[config.mk]
export PLATFORM = sky130hd
export DESIGN_NAME = kgp_risc_mc
export DESIGN_NICKNAME = d
export VERILOG_FILES = /design/src/rtl/kgp_pkg.sv /design/src/rtl/kgp_alu.sv /design/src/rtl/kgp_risc_mc.sv
export SDC_FILE = /design/constraint.sdc
export NUM_CORES = 2
export LEC_CHECK = 0
export BUFFER_PORTS_ARGS = -buffer_cell sky130_fd_sc_hd__buf_2
export CORE_ASPECT_RATIO = 0.75
export CORE_MARGIN = 3
export CORE_UTILIZATION = 50
export CTS_CLUSTER_SIZE = 20
export DETAILED_ROUTE_END_ITERATION = 8
export HOLD_SLACK_MARGIN = 0.15
export PLACE_DENSITY = 0.65
export SYNTH_ARGS = -nofsm -noshare
export SYNTH_HDL_FRONTEND = slang
export SYNTH_SLANG_ARGS = --single-unit
export TNS_END_PERCENT = 30
[constraint.sdc]
create_clock -name clk -period 90.6 [get_ports clk]
set_input_delay 18.12 -clock clk [delete_from_list [all_inputs] [get_ports clk]]
set_output_delay 18.12 -clock clk [all_outputs]
set_load 0.05 [all_outputs]
[src/rtl/kgp_pkg.sv]
// Shared encodings for the multi-cycle KGP RISC core: instruction fields,
// opcode/funccode constants, FSM states and ALU operations.
package kgp_pkg;

  localparam int OPC_LO = 26;
  localparam int RS_LO  = 21;
  localparam int RT_LO  = 16;
  localparam int RD_LO  = 11;
  localparam int FN_LO  = 0;
  localparam int IMM_LO = 0;

  localparam logic [5:0] OP_RTYPE = 6'd0;
  localparam logic [5:0] OP_ADDI  = 6'd1;
  localparam logic [5:0] OP_LW    = 6'd2;
  localparam logic [5:0] OP_SW    = 6'd3;

  localparam logic [5:0] FN_ADD = 6'd0;
  localparam logic [5:0] FN_SUB = 6'd1;
  localparam logic [5:0] FN_AND = 6'd2;
  localparam logic [5:0] FN_XOR = 6'd3;
  localparam logic [5:0] FN_SLL = 6'd4;
  localparam logic [5:0] FN_SRA = 6'd5;
  localparam logic [5:0] FN_MUL = 6'd6;

  typedef enum logic [2:0] {
    IDLE   = 3'd0,
    DECODE = 3'd1,
    EXEC   = 3'd2,
    MEM    = 3'd3,
    WB     = 3'd4
  } state_t;

  typedef enum logic [2:0] {
    ALU_ADD = 3'd0,
    ALU_SUB = 3'd1,
    ALU_AND = 3'd2,
    ALU_XOR = 3'd3,
    ALU_SLL = 3'd4,
    ALU_SRA = 3'd5
  } alu_op_t;

  function automatic logic is_legal(input logic [5:0] opc, input logic [5:0] fn,
                                    input logic mul_en);
    logic ok;
    ok = 1'b0;
    case (opc)
      OP_RTYPE: ok = (fn <= FN_SRA) || (mul_en && (fn == FN_MUL));
      OP_ADDI, OP_LW, OP_SW: ok = 1'b1;
      default: ok = 1'b0;
    endcase
    return ok;
  endfunction

endpackage

[src/rtl/kgp_alu.sv]
// Combinational ALU for the KGP RISC core: add/sub/and/xor and the two
// shifts, with the shift amount taken from the low log2(XLEN) bits of b.
module kgp_alu
  import kgp_pkg::*;
#(
  parameter int XLEN = 32
) (
  input  alu_op_t           op_i,
  input  logic [XLEN-1:0]   a_i,
  input  logic [XLEN-1:0]   b_i,
  output logic [XLEN-1:0]   y_o
);

  localparam int SW = $clog2(XLEN);

  logic [SW-1:0] shamt_s;
  assign shamt_s = b_i[SW-1:0];

  // operation select
  always_comb begin
    y_o = a_i + b_i;
    case (op_i)
      ALU_ADD: y_o = a_i + b_i;
      ALU_SUB: y_o = a_i - b_i;
      ALU_AND: y_o = a_i & b_i;
      ALU_XOR: y_o = a_i ^ b_i;
      ALU_SLL: y_o = a_i << shamt_s;
      ALU_SRA: y_o = $unsigned($signed(a_i) >>> shamt_s);
      default: y_o = a_i + b_i;
    endcase
  end

endmodule

[src/rtl/kgp_risc_mc.sv]
// Multi-cycle KGP RISC core (IDLE/DECODE/EXEC/MEM/WB) with register file and
// data memory. Define KGP_RISC_MUL_EN to add the iterative shift-add mul.
module kgp_risc_mc
  import kgp_pkg::*;
#(
  parameter int XLEN       = 32,
  parameter int NREG       = 32,
  parameter int DMEM_DEPTH = 64
) (
  input  logic              clk,
  input  logic              rst,
  input  logic              instr_valid,
  output logic              instr_ready,
  input  logic [31:0]       instruction,
  output logic [XLEN-1:0]   result,
  output logic              result_valid,
  output logic              illegal
);

  localparam int RW = $clog2(NREG);
  localparam int AW = $clog2(DMEM_DEPTH);
`ifdef KGP_RISC_MUL_EN
  localparam logic MUL_EN = 1'b1;
`else
  localparam logic MUL_EN = 1'b0;
`endif

  state_t          state_q, state_d;
  logic [31:0]     instr_q;
  logic [XLEN-1:0] regs_q [NREG];
  logic [XLEN-1:0] dmem [DMEM_DEPTH];
  logic [XLEN-1:0] a_q, b_q, result_q, result_d;
  logic            result_valid_q, illegal_q;

  logic [5:0]      opc_s, fn_s;
  logic [RW-1:0]   rs_idx_s, rt_idx_s, rd_idx_s, wb_idx_s;
  logic [XLEN-1:0] imm_ext_s, rs_val_s, rt_val_s, alu_b_s, alu_y_s;
  logic [XLEN-1:0] exec_val_s, mem_val_s;
  logic [AW-1:0]   mem_idx_s;
  logic            legal_s, is_lw_s, is_sw_s, writes_reg_s, reg_we_s;
  logic            is_mul_s, mul_last_s;
  alu_op_t         alu_op_s;
  logic            unused_s;

  assign opc_s     = instr_q[OPC_LO +: 6];
  assign fn_s      = instr_q[FN_LO +: 6];
  assign rs_idx_s  = instr_q[RS_LO +: RW];
  assign rt_idx_s  = instr_q[RT_LO +: RW];
  assign rd_idx_s  = instr_q[RD_LO +: RW];
  assign imm_ext_s = {{(XLEN-16){instr_q[IMM_LO+15]}}, instr_q[IMM_LO +: 16]};
  assign rs_val_s  = regs_q[rs_idx_s];
  assign rt_val_s  = regs_q[rt_idx_s];
  assign unused_s  = ^instr_q;

  assign legal_s      = is_legal(opc_s, fn_s, MUL_EN);
  assign is_lw_s      = (opc_s == OP_LW);
  assign is_sw_s      = (opc_s == OP_SW);
  assign writes_reg_s = legal_s && !is_sw_s;
  assign wb_idx_s     = (opc_s == OP_RTYPE) ? rd_idx_s : rt_idx_s;
  assign alu_b_s      = (opc_s == OP_RTYPE) ? b_q : imm_ext_s;
  // the address stays valid through MEM because a_q and the immediate do not change
  assign mem_idx_s    = alu_y_s[AW-1:0];
  assign mem_val_s    = is_lw_s ? dmem[mem_idx_s] : b_q;

  // funccode to ALU operation; I-type instructions always add
  always_comb begin
    alu_op_s = ALU_ADD;
    if (opc_s == OP_RTYPE) begin
      case (fn_s)
        FN_SUB:  alu_op_s = ALU_SUB;
        FN_AND:  alu_op_s = ALU_AND;
        FN_XOR:  alu_op_s = ALU_XOR;
        FN_SLL:  alu_op_s = ALU_SLL;
        FN_SRA:  alu_op_s = ALU_SRA;
        default: alu_op_s = ALU_ADD;
      endcase
    end else begin
      alu_op_s = ALU_ADD;
    end
  end

  kgp_alu #(.XLEN(XLEN)) u_alu (
    .op_i (alu_op_s),
    .a_i  (a_q),
    .b_i  (alu_b_s),
    .y_o  (alu_y_s)
  );

`ifdef KGP_RISC_MUL_EN
  localparam int CW = $clog2(XLEN);
  logic [XLEN-1:0] mul_acc_q, mul_mcand_q, mul_mplier_q;
  logic [CW-1:0]   mul_cnt_q;

  assign is_mul_s   = (opc_s == OP_RTYPE) && (fn_s == FN_MUL);
  assign mul_last_s = (mul_cnt_q == CW'(XLEN-1));
  assign exec_val_s = is_mul_s ? (mul_acc_q + (mul_mplier_q[0] ? mul_mcand_q : {XLEN{1'b0}}))
                               : alu_y_s;

  // shift-add multiplier: one multiplier bit per EXEC cycle, XLEN cycles total
  always_ff @(posedge clk or posedge rst) begin
    if (rst) begin
      mul_acc_q    <= '0;
      mul_mcand_q  <= '0;
      mul_mplier_q <= '0;
      mul_cnt_q    <= '0;
    end else if (state_q == DECODE) begin
      mul_acc_q    <= '0;
      mul_mcand_q  <= rs_val_s;
      mul_mplier_q <= rt_val_s;
      mul_cnt_q    <= '0;
    end else if ((state_q == EXEC) && is_mul_s) begin
      mul_acc_q    <= mul_acc_q + (mul_mplier_q[0] ? mul_mcand_q : {XLEN{1'b0}});
      mul_mcand_q  <= mul_mcand_q << 1;
      mul_mplier_q <= mul_mplier_q >> 1;
      mul_cnt_q    <= mul_cnt_q + CW'(1);
    end
  end
`else
  assign is_mul_s   = 1'b0;
  assign mul_last_s = 1'b1;
  assign exec_val_s = alu_y_s;
`endif

  // FSM state register
  always_ff @(posedge clk or posedge rst) begin
    if (rst) state_q <= IDLE;
    else     state_q <= state_d;
  end

  // FSM next state
  always_comb begin
    state_d = state_q;
    case (state_q)
      IDLE:    state_d = instr_valid ? DECODE : IDLE;
      DECODE:  state_d = legal_s ? EXEC : WB;
      EXEC: begin
        if (is_lw_s || is_sw_s)        state_d = MEM;
        else if (is_mul_s && !mul_last_s) state_d = EXEC;
        else                           state_d = WB;
      end
      MEM:     state_d = WB;
      WB:      state_d = IDLE;
      default: state_d = IDLE;
    endcase
  end

  // FSM outputs
  always_comb begin
    instr_ready = (state_q == IDLE);
    reg_we_s    = (state_q == WB) && writes_reg_s && (wb_idx_s != '0);
  end

  // value reported on entry to WB; illegal instructions report zero
  always_comb begin
    result_d = result_q;
    if (state_d == WB) begin
      case (state_q)
        DECODE:  result_d = '0;
        EXEC:    result_d = exec_val_s;
        MEM:     result_d = mem_val_s;
        default: result_d = result_q;
      endcase
    end else begin
      result_d = result_q;
    end
  end

  // instruction/operand latches and registered outputs
  always_ff @(posedge clk or posedge rst) begin
    if (rst) begin
      instr_q        <= '0;
      a_q            <= '0;
      b_q            <= '0;
      result_q       <= '0;
      result_valid_q <= 1'b0;
      illegal_q      <= 1'b0;
    end else begin
      if ((state_q == IDLE) && instr_valid) instr_q <= instruction;
      if (state_q == DECODE) begin
        a_q <= rs_val_s;
        b_q <= rt_val_s;
      end
      result_q       <= result_d;
      result_valid_q <= (state_d == WB);
      illegal_q      <= (state_d == WB) && (state_q == DECODE) && !legal_s;
    end
  end

  // register file: cleared on reset, written only as WB retires
  always_ff @(posedge clk or posedge rst) begin
    if (rst) begin
      for (int i = 0; i < NREG; i++) regs_q[i] <= '0;
    end else if (reg_we_s) begin
      regs_q[wb_idx_s] <= result_q;
    end
  end

  // data memory is deliberately left out of reset
  always_ff @(posedge clk) begin
    if ((state_q == MEM) && is_sw_s) dmem[mem_idx_s] <= b_q;
  end

  assign result       = result_q;
  assign result_valid = result_valid_q;
  assign illegal      = illegal_q;

endmodule

# Word level (Yosys, flattened, before mapping)
# Memories as Yosys holds them, arrays and structs flattened.
# Index checks and enable logic that the tools add are counted.
[op_classes]
n_addsub = 2
order_cmp = 5
n_eq_ne = 18
shifts = 2
mux = 23
bitwise = 5
reduce_logical = 17
[op_table]
columns = ["cell", "n"]
rows = [
  ["$bwmux 1024", 1],
  ["$bmux 32 s5", 2],
  ["$mux 32", 7],
  ["$demux 32 s5", 1],
  ["$pmux 32 s5", 1],
  ["$pmux 32 s3", 1],
  ["$add 32x32->32", 1],
  ["$and 32x32->32", 1],
  ["$shl 32x5->32", 1],
  ["$sshr 32x5->32", 1],
  ["$sub 32x32->32", 1],
  ["$xor 32x32->32", 1],
  ["$eq 6x2->1 const B", 4],
  ["$ge 6x6->1 const B", 3],
  ["$not 5->6", 3],
  ["$pmux 3 s5", 1],
  ["$eq 3x2->1 const B", 4],
  ["$eq 3x3->1 const B", 4],
  ["$eq 6x1->1 const B", 2],
  ["$eq 6x3->1 const B", 2],
  ["$pmux 3 s4", 1],
  ["$mux 3", 3],
  ["$logic_and 1x1->1", 8],
  ["$eq 3x1->1 const B", 2],
  ["other kinds (13)", 16],
]
[totals]
ff_bits = 1157
mem_bits_rw = 2048
out_inout_bits = 35
word_cells = 112
n_memories = 1
[memory_table]
columns = ["memory", "words", "width", "read_ports", "rd_ports_with_merged_regs", "write_ports", "line_no", "source"]
rows = [
  ["dmem", 64, 32, 1, 0, 1, "kgp_risc_mc.sv:31", "logic [XLEN-1:0] dmem [DMEM_DEPTH];"],
]

# Longest topological paths before layout
[depth]
depth_word = 8
mapped_depth = 31

# By module
# From an unflattened synthesis, not the netlist that was laid out.
[unflattened]
hier_cells = 8977
area_unflattened_um2 = 145365.7
[modules_own_cells]
columns = ["module", "n_inst", "cells_each", "area_per_inst_um2", "seq_area_each_um2"]
rows = [
  ["kgp_risc_mc", 1, 7983, 138093.7, 90451.8],
  ["kgp_alu", 1, 994, 7272.0, 0.0],
]

# Least setup slack after synthesis
# No wires, ideal clock.
[synth_path]
kind = "register -> output"
start = "register state_q[0]"
end = "output port instr_ready"
arrival_ns = 1.634
setup_slack_ns = 70.846
stages_incl_launch_ff = 3
path_cell_list = "dfrtp_1 > clkbuf_1 > nor3_1"
[synth_between]
elab_chain_cells = 1
[synth_lines]
columns = ["element", "line_no", "source"]
rows = [
  ["start: declaration", "kgp_risc_mc.sv:28", "state_t state_q, state_d;"],
  ["start signal: assignment", "kgp_risc_mc.sv:127", "else state_q <= state_d;"],
  ["$logic_not 3->1", "kgp_risc_mc.sv:149", "instr_ready = (state_q == IDLE);"],
  ["end: declaration", "kgp_risc_mc.sv:13", "output logic instr_ready,"],
]
# No other way between the ends.

==> results.txt <==
row cnt - 171
adder-cell share of the synthesized area - 0.569%
Die Ht - 475 um
# Post-CTS Setup Buffers - 0
clk sinks - 3205
Mapped Cells - 10300
R2R cell count - 24
Tcrit/Tclk final - 24.6%
Net Sw Power - 3250 uW
Netlist cell types - 96
Mapped Nets - 10400
final non-filler cell total - 14300
first-pass GRT wire length - 741000 um
core box area - 291000 sq um
area share of and/or/nand/nor cells after synthesis - 7.15%
I/O pin cnt - 70
DRC - 0
Post-DRT Antenna Nets - 0
slew margin rel. - -9.58%
mux share of post-synthesis cell area - 19.9%
post-synthesis compound-gate area fraction - 7.51%
top post-synthesis cells by area - edfxtp_1, dfrtp_1, mux4_2
nets - 10300
HP Class - register to register
Leakage - 0.0647 uW
CTS root buf - clkbuf_16
CTS tree - yes
Hold Worst Slack - 396 ps
Cell Chain, Critical Path - buf_2, inv_8, buf_4, buf_12, buf_4, buf_4, buf_4
Initial Util - 50.4%
area leader, netlist - edfxtp_1
Final Skew - 78.7 ps
register share of total power - 26.5%
CP arrival - 23100 ps
Max IR drop VDD - 0.0000684 V
Int Power - 3180 uW
max-cap viol count - 4
Clock Power Share - 20.8%
RSZ-0062 raised after global routing - false
Synth top area share - 42.0%
Min-Delay Startpoint - regs_q[1003]$_DFFE_PP0P_
post-DP HPWL - 316000 um
Fin. Hold Viols - 0
Data required, critical path - 91420 ps
H-tree levels - 5
via count - 100000
mean post-synth cell area - 14.2 sq um
Post-Syn Area - 146000 sq um
failing checks - capacitance limit, slew limit
vias in the first global route - 95100
Worst Setup SP - rst
commonest non-fill, non-tap cells in the layout - edfxtp_1, nand2_1, dfrtp_1
setup TNS - 0 ps
combinational group share of total power - 52.7%
drt first-iter violations - 17100
setup violators final - 0
Routed WL - 531000 um
TritonCTS Buffers - 322
class of the most critical setup path - input port to async pin
vias per cell - 6.98
most common cell after layout, fill and taps aside - edfxtp_1
clock-pin slew on the worst setup and hold paths - 60 ps
fin crit period - 22280 ps
Inst Count DP - 13700
Max Freq - 0.0449 GHz
Post-CTS Hold Fix Bufs - 0
Max Transition Viols Final - 6
largest net degree at the start of global routing - 180
XOR/XNOR Fraction of Synth Area - 0.347%
critical path's slowest cell - buf_4
flops & latches, synth - 3205
Post-synth EDFFs - 2048
register area share after synthesis - 61.8%
Die ar. - 300000 sq um
slowest cell delay on critical path - 870 ps
Max Buffers Root-to-Sink - 4
RR Startpoint - instr_q[31]$_DFFE_PP0P_
initial antenna violation count - 43
WL/cell - 37.0 um
Worst Max-Slew Pin Slew - 1600 ps
P per Cell Area - 39.6 nW/um^2
Crit path top cell by count - buf_4
IO buf count - 69
grt total ovfl - 0
# resized after CTS - 0
hold path depth - 0
Startpoint Class - input port
RePlAce Congestion - 0.973
run status - complete, but fails checks
DR pass1 iterations - 9
layout cells sized above 1 - 27.4%
worst-path fanout max - 179
Synth warnings - 0
gr usage total - 35.0%
Syn-to-layout area delta - 10.8%
switching part of the total - 50.5%
Async SR Flop Fraction - 36.1%
clock latency on the worst-skew pair - 940 ps
largest family of logic cells by synthesized area - multiplexers
Top FF cell, synth - edfxtp_1
Die Width - 631 um
Setup crit end kind - async pin
-- flip-flops by register name (all words and copies together) (netlist names) --
name / count
result: 32
a_q: 32
state_q: 3
result_valid: 1
regs_q: 1024
instr_q: 32
b_q: 32
dmem: 2048
illegal: 1
-- metrics by stage --
step	instance area (sq um)	total power (uW)	worst slack, ps	util, %
floorplan	146000	3430	39890	-
global placement	152000	4900	67460	52.3
detailed placement	152000	4920	67210	52.3
CTS	162000	6250	68170	55.8
global route	162000	6520	67610	55.8
finish	162000	6430	68320	55.9
-- worst max-delay path, delay by kind of cell --
kind | cells | cell delay, ps
buf+inv | 7 | 4620
-- layout make-up --
class | instances | area (sq um)
fillers | 22800 | 128000
flip-flops and latches | 3205 | 90500
multi-input cells | 6157 | 53000
clock buffers | 410 | 8720
well taps | 3892 | 4870
repair buffers | 445 | 3330
clock inverters | 163 | 1610
inverters | 40 | 158
diodes | 22 | 55.1
-- synthesized netlist by cell type (167+ instances only) --
library cell	number
o211ai_1	167
dfrtp_1	1157
a21oi_1	272
o22ai_1	232
mux2i_1	228
mux2_2	1060
edfxtp_1	2048
nor2_1	286
clkbuf_1	474
o21ai_0	266
mux4_2	665
nand2_1	1433
buf_2	232
nand3_1	455
-- metal layers --
metal  routed length, um  track usage (%)  share of wire [%]
met1              205000             49.9                 39
met2              217000             47.7                 41
met3               82900             13.8                 16
met4               25700             14.3                4.8
met5                 146                0              0.028
-- final timing paths --
path / slack, ps / endpoint
worst max-delay path: 68320 / b_q[24]$_DFFE_PP0N_
worst max register to register: 80380 / result[29]$_DFFE_PP0P_
max in group clk: 69920 / instr_ready
worst min register to register: 400 / regs_q[1003]$_DFFE_PP0P_
min in group asynchronous: 17350 / regs_q[618]$_DFFE_PP0P_
worst min-delay path: 400 / regs_q[1003]$_DFFE_PP0P_
-- power groups by stage --
| stage | Sequential [uW] | Clock, uW | Combinational, uW |
|---|---|---|---|
| after global routing | 1710 | 1400 | 3410 |
| after detailed placement | 1730 | 0 | 3190 |
| final | 1700 | 1340 | 3390 |
| after CTS | 1700 | 1350 | 3200 |
| after floorplan | 1680 | 0 | 1750 |
| after global placement | 1730 | 0 | 3180 |
-- cell families after synthesis --
family / Yosys count
flip-flops: 3205
AO/OA/AOI/OAI: 1632
AND/OR/NAND/NOR: 2448
adder cells (fa/ha/maj): 66
multiplexers: 1953
buffers and inverters: 919
XOR/XNOR: 58
Power figures use the tool's default switching activity.
